$ cat config.mk
export PLATFORM = sky130hd
export DESIGN_NAME = atom_lsu_flat
export DESIGN_NICKNAME = d
export VERILOG_FILES = /design/src/rtl/atom_lsu_if.sv /design/src/rtl/atom_lsu.sv /design/src/flat_wrapper.sv
export SDC_FILE = /design/constraint.sdc
export NUM_CORES = 1
export LEC_CHECK = 0
export ABC_AREA = 0
export BUFFER_PORTS_ARGS = -buffer_cell sky130_fd_sc_hd__buf_2
export CORE_ASPECT_RATIO = 0.6
export CORE_UTILIZATION = 45
export CTS_BUF_LIST = sky130_fd_sc_hd__clkbuf_2
export DETAILED_ROUTE_END_ITERATION = 8
export PLACE_DENSITY = 0.73
export SLEW_MARGIN = 30
export SYNTH_ARGS = -nofsm -noshare
export SYNTH_HDL_FRONTEND = slang
export SYNTH_SLANG_ARGS = --single-unit
$ cat constraint.sdc
create_clock -name clk_i -period 9.4 [get_ports clk_i]
set_input_delay 0.94 -clock clk_i [delete_from_list [all_inputs] [get_ports clk_i]]
set_output_delay 0.94 -clock clk_i [all_outputs]
set_load 0.02 [all_outputs]
$ cat src/rtl/atom_lsu_if.sv
`default_nettype none
// ============================================================================
//  Module   : atom_lsu_if
//  Purpose  : Core-side request/response and DMEM strobe/ack bus bundle
//             for the atom load/store unit.
//  Revision : 1.0 - initial release
// ============================================================================
interface atom_lsu_if #(
    parameter int ADDR_WIDTH = 32
);
    // core side
    logic                  ls_req_i;
    logic                  ls_we_i;
    logic [1:0]            ls_size_i;
    logic                  ls_unsigned_i;
    logic [ADDR_WIDTH-1:0] ls_addr_i;
    logic [31:0]           ls_wdata_i;
    logic [31:0]           ls_rdata_o;
    logic                  ls_done_o;
    logic                  ls_busy_o;
    logic                  ls_misaligned_o;
    logic                  ls_err_o;
    // data-memory side
    logic [ADDR_WIDTH-1:0] d_addr_o;
    logic [31:0]           d_data_o;
    logic [3:0]            d_sel_o;
    logic                  d_we_o;
    logic                  d_stb_o;
    logic [31:0]           d_data_i;
    logic                  d_ack_i;

    // the LSU itself
    modport master (
        input  ls_req_i, ls_we_i, ls_size_i, ls_unsigned_i, ls_addr_i, ls_wdata_i,
        input  d_data_i, d_ack_i,
        output ls_rdata_o, ls_done_o, ls_busy_o, ls_misaligned_o, ls_err_o,
        output d_addr_o, d_data_o, d_sel_o, d_we_o, d_stb_o
    );

    // the surrounding core and memory
    modport slave (
        output ls_req_i, ls_we_i, ls_size_i, ls_unsigned_i, ls_addr_i, ls_wdata_i,
        output d_data_i, d_ack_i,
        input  ls_rdata_o, ls_done_o, ls_busy_o, ls_misaligned_o, ls_err_o,
        input  d_addr_o, d_data_o, d_sel_o, d_we_o, d_stb_o
    );
endinterface
`default_nettype wire

$ cat src/rtl/atom_lsu.sv
`default_nettype none
// ============================================================================
//  Module   : atom_lsu
//  Purpose  : RV32I load/store unit. Byte/half/word accesses over a single
//             outstanding strobe/ack bus, with alignment trap and bus timeout.
//  Revision : 1.0 - initial release
// ============================================================================
module atom_lsu #(
    parameter int ADDR_WIDTH     = 32,
    parameter int TIMEOUT_CYCLES = 255,
    parameter bit ALIGN_CHECK    = 1'b1
) (
    input  logic       clk_i,
    input  logic       rst_i,
    atom_lsu_if.master bus
);

    // counter is kept at least one bit wide so a disabled timeout still elaborates
    localparam int                  c_CNT_W    = (TIMEOUT_CYCLES > 0) ? $clog2(TIMEOUT_CYCLES + 1) : 1;
    localparam logic [c_CNT_W-1:0]  c_CNT_LAST = c_CNT_W'(TIMEOUT_CYCLES - 1);

    typedef enum logic [1:0] {
        S_IDLE  = 2'd0,
        S_BUS   = 2'd1,
        S_FAULT = 2'd2
    } state_t;

    state_t                r_state, w_state;
    logic [ADDR_WIDTH-1:0] r_addr, w_addr;
    logic [31:0]           r_dout, w_dout;
    logic [3:0]            r_sel, w_sel;
    logic                  r_we, w_we;
    logic                  r_stb, w_stb;
    logic                  r_busy, w_busy;
    logic                  r_done, w_done;
    logic                  r_mis, w_mis;
    logic                  r_err, w_err;
    logic [31:0]           r_rdata, w_rdata;
    logic [1:0]            r_off, w_off_q;
    logic [1:0]            r_size, w_size_q;
    logic                  r_uns, w_uns_q;
    logic [c_CNT_W-1:0]    r_cnt, w_cnt;

    logic                  w_fault;
    logic [1:0]            w_off;
    logic [3:0]            w_lane_sel;
    logic [31:0]           w_lane_data;
    logic [31:0]           w_shift;
    logic [31:0]           w_load;

    // request decode: fault detection, effective lane offset, byte enables and replicated store data
    always_comb begin
        w_fault     = (bus.ls_size_i == 2'b11) ||
                      (ALIGN_CHECK && (((bus.ls_size_i == 2'b01) && bus.ls_addr_i[0]) ||
                                       ((bus.ls_size_i == 2'b10) && (bus.ls_addr_i[1:0] != 2'b00))));
        w_off       = 2'b00;
        w_lane_sel  = 4'b1111;
        w_lane_data = bus.ls_wdata_i;
        case (bus.ls_size_i)
            2'b00: begin
                w_off       = bus.ls_addr_i[1:0];
                w_lane_sel  = 4'b0001 << w_off;
                w_lane_data = {4{bus.ls_wdata_i[7:0]}};
            end
            2'b01: begin
                // bit 0 masked: only reachable with a set bit 0 when the trap is disabled
                w_off       = {bus.ls_addr_i[1], 1'b0};
                w_lane_sel  = 4'b0011 << w_off;
                w_lane_data = {2{bus.ls_wdata_i[15:0]}};
            end
            default: begin
                w_off       = 2'b00;
                w_lane_sel  = 4'b1111;
                w_lane_data = bus.ls_wdata_i;
            end
        endcase
    end

    // load extraction: align the addressed lane to bit 0, then sign/zero extend
    always_comb begin
        w_shift = bus.d_data_i >> {r_off, 3'b000};
        case (r_size)
            2'b00:   w_load = r_uns ? {24'd0, w_shift[7:0]}  : {{24{w_shift[7]}},  w_shift[7:0]};
            2'b01:   w_load = r_uns ? {16'd0, w_shift[15:0]} : {{16{w_shift[15]}}, w_shift[15:0]};
            default: w_load = bus.d_data_i;
        endcase
    end

    // next-state and next-output logic; completion flags default to a single-cycle pulse
    always_comb begin
        w_state  = r_state;
        w_addr   = r_addr;
        w_dout   = r_dout;
        w_sel    = r_sel;
        w_we     = r_we;
        w_stb    = r_stb;
        w_busy   = r_busy;
        w_done   = 1'b0;
        w_mis    = 1'b0;
        w_err    = 1'b0;
        w_rdata  = 32'd0;
        w_off_q  = r_off;
        w_size_q = r_size;
        w_uns_q  = r_uns;
        w_cnt    = r_cnt;
        case (r_state)
            S_IDLE: begin
                if (bus.ls_req_i) begin
                    w_busy = 1'b1;
                    if (w_fault) begin
                        w_state = S_FAULT;
                    end else begin
                        w_addr   = {bus.ls_addr_i[ADDR_WIDTH-1:2], 2'b00};
                        w_dout   = w_lane_data;
                        w_sel    = w_lane_sel;
                        w_we     = bus.ls_we_i;
                        w_stb    = 1'b1;
                        w_off_q  = w_off;
                        w_size_q = bus.ls_size_i;
                        w_uns_q  = bus.ls_unsigned_i;
                        w_cnt    = '0;
                        w_state  = S_BUS;
                    end
                end
            end
            S_BUS: begin
                // an ack on the final allowed cycle still wins over the timeout
                if (bus.d_ack_i) begin
                    w_stb   = 1'b0;
                    w_busy  = 1'b0;
                    w_done  = 1'b1;
                    w_rdata = r_we ? 32'd0 : w_load;
                    w_state = S_IDLE;
                end else if ((TIMEOUT_CYCLES > 0) && (r_cnt == c_CNT_LAST)) begin
                    w_stb   = 1'b0;
                    w_busy  = 1'b0;
                    w_done  = 1'b1;
                    w_err   = 1'b1;
                    w_state = S_IDLE;
                end else if (TIMEOUT_CYCLES > 0) begin
                    w_cnt = r_cnt + 1'b1;
                end
            end
            S_FAULT: begin
                w_busy  = 1'b0;
                w_done  = 1'b1;
                w_mis   = 1'b1;
                w_state = S_IDLE;
            end
            default: begin
                w_stb   = 1'b0;
                w_busy  = 1'b0;
                w_state = S_IDLE;
            end
        endcase
    end

    // state and output registers; reset drops the strobe immediately
    always_ff @(posedge clk_i or posedge rst_i) begin
        if (rst_i) begin
            r_state <= S_IDLE;
            r_addr  <= '0;
            r_dout  <= 32'd0;
            r_sel   <= 4'd0;
            r_we    <= 1'b0;
            r_stb   <= 1'b0;
            r_busy  <= 1'b0;
            r_done  <= 1'b0;
            r_mis   <= 1'b0;
            r_err   <= 1'b0;
            r_rdata <= 32'd0;
            r_off   <= 2'd0;
            r_size  <= 2'd0;
            r_uns   <= 1'b0;
            r_cnt   <= '0;
        end else begin
            r_state <= w_state;
            r_addr  <= w_addr;
            r_dout  <= w_dout;
            r_sel   <= w_sel;
            r_we    <= w_we;
            r_stb   <= w_stb;
            r_busy  <= w_busy;
            r_done  <= w_done;
            r_mis   <= w_mis;
            r_err   <= w_err;
            r_rdata <= w_rdata;
            r_off   <= w_off_q;
            r_size  <= w_size_q;
            r_uns   <= w_uns_q;
            r_cnt   <= w_cnt;
        end
    end

    assign bus.ls_rdata_o      = r_rdata;
    assign bus.ls_done_o       = r_done;
    assign bus.ls_busy_o       = r_busy;
    assign bus.ls_misaligned_o = r_mis;
    assign bus.ls_err_o        = r_err;
    assign bus.d_addr_o        = r_addr;
    assign bus.d_data_o        = r_dout;
    assign bus.d_sel_o         = r_sel;
    assign bus.d_we_o          = r_we;
    assign bus.d_stb_o         = r_stb;

endmodule
`default_nettype wire

$ cat src/flat_wrapper.sv
// flat-port wrapper written by rule: the top's interface ports become plain ports
module atom_lsu_flat 
#(
    parameter int ADDR_WIDTH     = 32,
    parameter int TIMEOUT_CYCLES = 255,
    parameter bit ALIGN_CHECK    = 1'b1
)
  (clk_i, rst_i, bus_ls_req_i, bus_ls_we_i, bus_ls_size_i, bus_ls_unsigned_i, bus_ls_addr_i, bus_ls_wdata_i, bus_d_data_i, bus_d_ack_i, bus_ls_rdata_o, bus_ls_done_o, bus_ls_busy_o, bus_ls_misaligned_o, bus_ls_err_o, bus_d_addr_o, bus_d_data_o, bus_d_sel_o, bus_d_we_o, bus_d_stb_o);
  atom_lsu_if #(.ADDR_WIDTH(ADDR_WIDTH)) bus_i ();
  input  logic clk_i;
  input  logic rst_i;
  input wire logic [$bits(bus_i.ls_req_i)-1:0] bus_ls_req_i;
  input wire logic [$bits(bus_i.ls_we_i)-1:0] bus_ls_we_i;
  input wire logic [$bits(bus_i.ls_size_i)-1:0] bus_ls_size_i;
  input wire logic [$bits(bus_i.ls_unsigned_i)-1:0] bus_ls_unsigned_i;
  input wire logic [$bits(bus_i.ls_addr_i)-1:0] bus_ls_addr_i;
  input wire logic [$bits(bus_i.ls_wdata_i)-1:0] bus_ls_wdata_i;
  input wire logic [$bits(bus_i.d_data_i)-1:0] bus_d_data_i;
  input wire logic [$bits(bus_i.d_ack_i)-1:0] bus_d_ack_i;
  output wire logic [$bits(bus_i.ls_rdata_o)-1:0] bus_ls_rdata_o;
  output wire logic [$bits(bus_i.ls_done_o)-1:0] bus_ls_done_o;
  output wire logic [$bits(bus_i.ls_busy_o)-1:0] bus_ls_busy_o;
  output wire logic [$bits(bus_i.ls_misaligned_o)-1:0] bus_ls_misaligned_o;
  output wire logic [$bits(bus_i.ls_err_o)-1:0] bus_ls_err_o;
  output wire logic [$bits(bus_i.d_addr_o)-1:0] bus_d_addr_o;
  output wire logic [$bits(bus_i.d_data_o)-1:0] bus_d_data_o;
  output wire logic [$bits(bus_i.d_sel_o)-1:0] bus_d_sel_o;
  output wire logic [$bits(bus_i.d_we_o)-1:0] bus_d_we_o;
  output wire logic [$bits(bus_i.d_stb_o)-1:0] bus_d_stb_o;
  assign bus_i.ls_req_i = bus_ls_req_i;
  assign bus_i.ls_we_i = bus_ls_we_i;
  assign bus_i.ls_size_i = bus_ls_size_i;
  assign bus_i.ls_unsigned_i = bus_ls_unsigned_i;
  assign bus_i.ls_addr_i = bus_ls_addr_i;
  assign bus_i.ls_wdata_i = bus_ls_wdata_i;
  assign bus_i.d_data_i = bus_d_data_i;
  assign bus_i.d_ack_i = bus_d_ack_i;
  assign bus_ls_rdata_o = bus_i.ls_rdata_o;
  assign bus_ls_done_o = bus_i.ls_done_o;
  assign bus_ls_busy_o = bus_i.ls_busy_o;
  assign bus_ls_misaligned_o = bus_i.ls_misaligned_o;
  assign bus_ls_err_o = bus_i.ls_err_o;
  assign bus_d_addr_o = bus_i.d_addr_o;
  assign bus_d_data_o = bus_i.d_data_o;
  assign bus_d_sel_o = bus_i.d_sel_o;
  assign bus_d_we_o = bus_i.d_we_o;
  assign bus_d_stb_o = bus_i.d_stb_o;
  atom_lsu #(.ADDR_WIDTH(ADDR_WIDTH), .TIMEOUT_CYCLES(TIMEOUT_CYCLES), .ALIGN_CHECK(ALIGN_CHECK)) u_core (.clk_i(clk_i), .rst_i(rst_i), .bus(bus_i));
endmodule
==> results.cfg <==
[cells_and_area]
final_nets = 782
multi_input_area_um2 = 2410
area_delta_synth_final_pct = 23.5
antennaDiodeCount = 0
final_cell_mix = buf_2 (207), dfrtp_1 (119), nand2_1 (64), mux2_4 (41), mux2i_1 (37)
fillers = 1069
drive_gt1_share_pct = 43.6
final_common_cell = buf_2
seq_area_um2 = 2980

[setup_path]
rrSetupSlack_ps = 6710
required_ps = 9970
crit_arrival_ps = 3920
endpoint_kind = register
rr_worst_depth = 6
worst_r2r_endpoint = u_core.bus.d_addr_o[27]$_DFFE_PP0P_
crit_path_max_fanout = 70
criticalPathCategory = in -> reg
r2r-start = u_core.r_state[0]$_DFFE_PP0P_
worstSetupStartpointType = input port

[placement]
dp_hpwl_um = 10300
gp_congestion = 0.834
port_buffers = 207

[synth]
syn_inst = 479
synth_cell_types = 51
synth_compound_area_share_pct = 13.3
syn_area_um2 = 5620
muxShareOfSynthArea_pct = 17.7
synthSimpleGateAreaFrac_pct = 10.3
synthArstFlopShare_pct = 100
synth-xor-area-share_pct = 0
yosysWarnings = 0
synth_fa_ha_area_share_pct = 1.11
synth_top_family_by_area = multiplexers
syn_avg_cell_area_um2 = 11.7
ys_seq_area_share_pct = 52.9
ys.flop_type = dfrtp_1
ys_ff_latch = 119
synth_edf_count = 0

[sta]
hold_viol = 0
fmax_mhz = 299
layout_min_cycle_time_ps = 3340
fin_worst_skew_ps = 27.8
final-setup-viol-count = 0
relSlewSlack_pct = 46.0
hold_slack_ps = 342
rsz0062_at_grt = false
final.period_utilization_pct = 35.6
tns_ps = 0
final_max_slew_viol_count = 0
worst_slew_pin_slew_ps = 809

[floorplan]
die_area_um2 = 13000
dieWidth_um = 146
rows = 31
die_h_um = 88.6
io_pins = 210
core_area_um2 = 12100
start_util_pct = 46.5

[grt]
grt_overflow = 0
grt_pass1_vias = 4259
grt_usage_pct = 21.8
grt_max_degree = 71
grt_pass1_wl_um = 21500
antenna_found_initial = 0

[clock_network]
cts_max_path_buffers = 2
cts-htree-levels = 4
post_cts_buffers = 0
path_clk_slew_ps = 170
numCtsBuffers = 17
cts_num_sinks = 119
cts-root-buf = clkbuf_2
cts_hold_buf = 0
clkLatencyLatePin_ps = 680
cts_tree = done
cts_resized = 0

[drt]
drtIter0Drc = 229
drc = 0
antenna_left = 0
num_vias = 4381
routed_wl_um = 14000
wl_per_cell_um = 16.4
avgViaCountPerCell = 5.15
drt_first_pass_iters = 4

[power]
p_leak_nw = 3.73
irDropWorstVdd_v = 0.000164
power_per_cell_area_nw_per_um2 = 300

[run_status]
status = complete, no violations

[hold_path]
min_path_type = in -> async

[run]
max-cap-violations = 0
## critical path, stage by stage
cell and delay (ps):
buf_2 560, nor2_2 160, o311ai_4 710, buf_4 440
buf_4 700, mux2_4 360
## worst max-delay path by stage
stage / startpoint / end / slack (ps)
detailed placement: bus_ls_size_i[1] / u_core.bus.d_addr_o[12]$_DFFE_PP0P_ / 5320
floorplan: rst_i / u_core.bus.d_addr_o[10]$_DFFE_PP0P_ / 5300
global placement: bus_ls_size_i[1] / u_core.bus.d_addr_o[11]$_DFFE_PP0P_ / 5470
global route: bus_ls_size_i[1] / u_core.bus.d_addr_o[12]$_DFFE_PP0P_ / 5970
CTS: bus_ls_size_i[1] / u_core.bus.d_addr_o[12]$_DFFE_PP0P_ / 6080
finish: bus_ls_size_i[1] / u_core.bus.d_addr_o[27]$_DFFE_PP0P_ / 6060
## synth_stat cells (7+ instances only)
master     count  area [um2]
dfrtp_1      119        2980
nand2_1       64         240
mux2_4        41         616
mux2i_1       37         370
o21ai_1       28         140
a21oi_1       27         135
nor2_1        24        90.1
buf_2         15        75.1
a22oi_1        8        60.1
buf_6          7        78.8
inv_1          7        26.3
o221a_2        7        78.8
o2bb2ai_1      7        61.3
o31ai_1        7        52.6
## routing by layer
layer | vias up | routed length, um | track usage, %
li1 | 2087 | - | -
met5 | - | 0 | 0
met2 | 160 | 6280 | 33.6
met4 | 0 | 146 | 5.78
met1 | 2120 | 6470 | 28.8
met3 | 14 | 1060 | 8.56
## flip-flops by register name, summed over array words and instances (netlist names)
| name | count |
|---|---|
| u_core.r_cnt | 8 |
| u_core.r_off | 2 |
| u_core.bus.ls_misaligned_o | 1 |
| u_core.bus.d_addr_o | 30 |
| u_core.bus.ls_done_o | 1 |
| u_core.bus.ls_rdata_o | 32 |
| u_core.bus.d_we_o | 1 |
| u_core.bus.ls_err_o | 1 |
| u_core.bus.ls_busy_o | 1 |
| u_core.r_uns | 1 |
| u_core.r_state | 2 |
| u_core.bus.d_data_o | 32 |
| u_core.bus.d_stb_o | 1 |
| u_core.bus.d_sel_o | 4 |
| u_core.r_size | 2 |
## kinds of logic (layout without fill, tap and decap cells)
| family | after synthesis | in the layout |
|---|---|---|
| and+or+nand+nor | 124 | 124 |
| DFF | 119 | 119 |
| AOI/OAI and AO/OA | 108 | 108 |
| muxes | 79 | 79 |
| buffers and inverters | 43 | 249 |
| adders and majority gates | 5 | 5 |
| other | 1 | 2 |
## report_power, final
part / internal (W) / switching, W
clock: 0.000171 / 0.000198
combinational: 0.000374 / 0.000514
sequential: 0.000685 / 0.000141
total: 0.00123 / 0.000853
## layout make-up
| class | count | share of cell area, % |
|---|---|---|
| clock buffers | 17 | 1.22 |
| clock inverters | 15 | 2.67 |
| inverters | 7 | 0.414 |
| multi-input cells | 318 | 34.6 |
| flip-flops and latches | 119 | 42.9 |
| well taps | 165 | 2.97 |
| repair buffers | 210 | 15.2 |
## per-stage QoR
step                instance area, um2  worst slack (ps)  total power (W)  utilization [%]  std cells
detailed placement                6680              5320          0.00172             55.2        819
CTS                               6950              6080          0.00210             57.4        851
global route                      6950              5970          0.00221             57.4        851
global placement                  6670              5470          0.00169             55.1        819
floorplan                         5630              5300          0.00145                -        480
finish                            6950              6060          0.00208             57.4        851
Power figures use the tool's default switching activity.
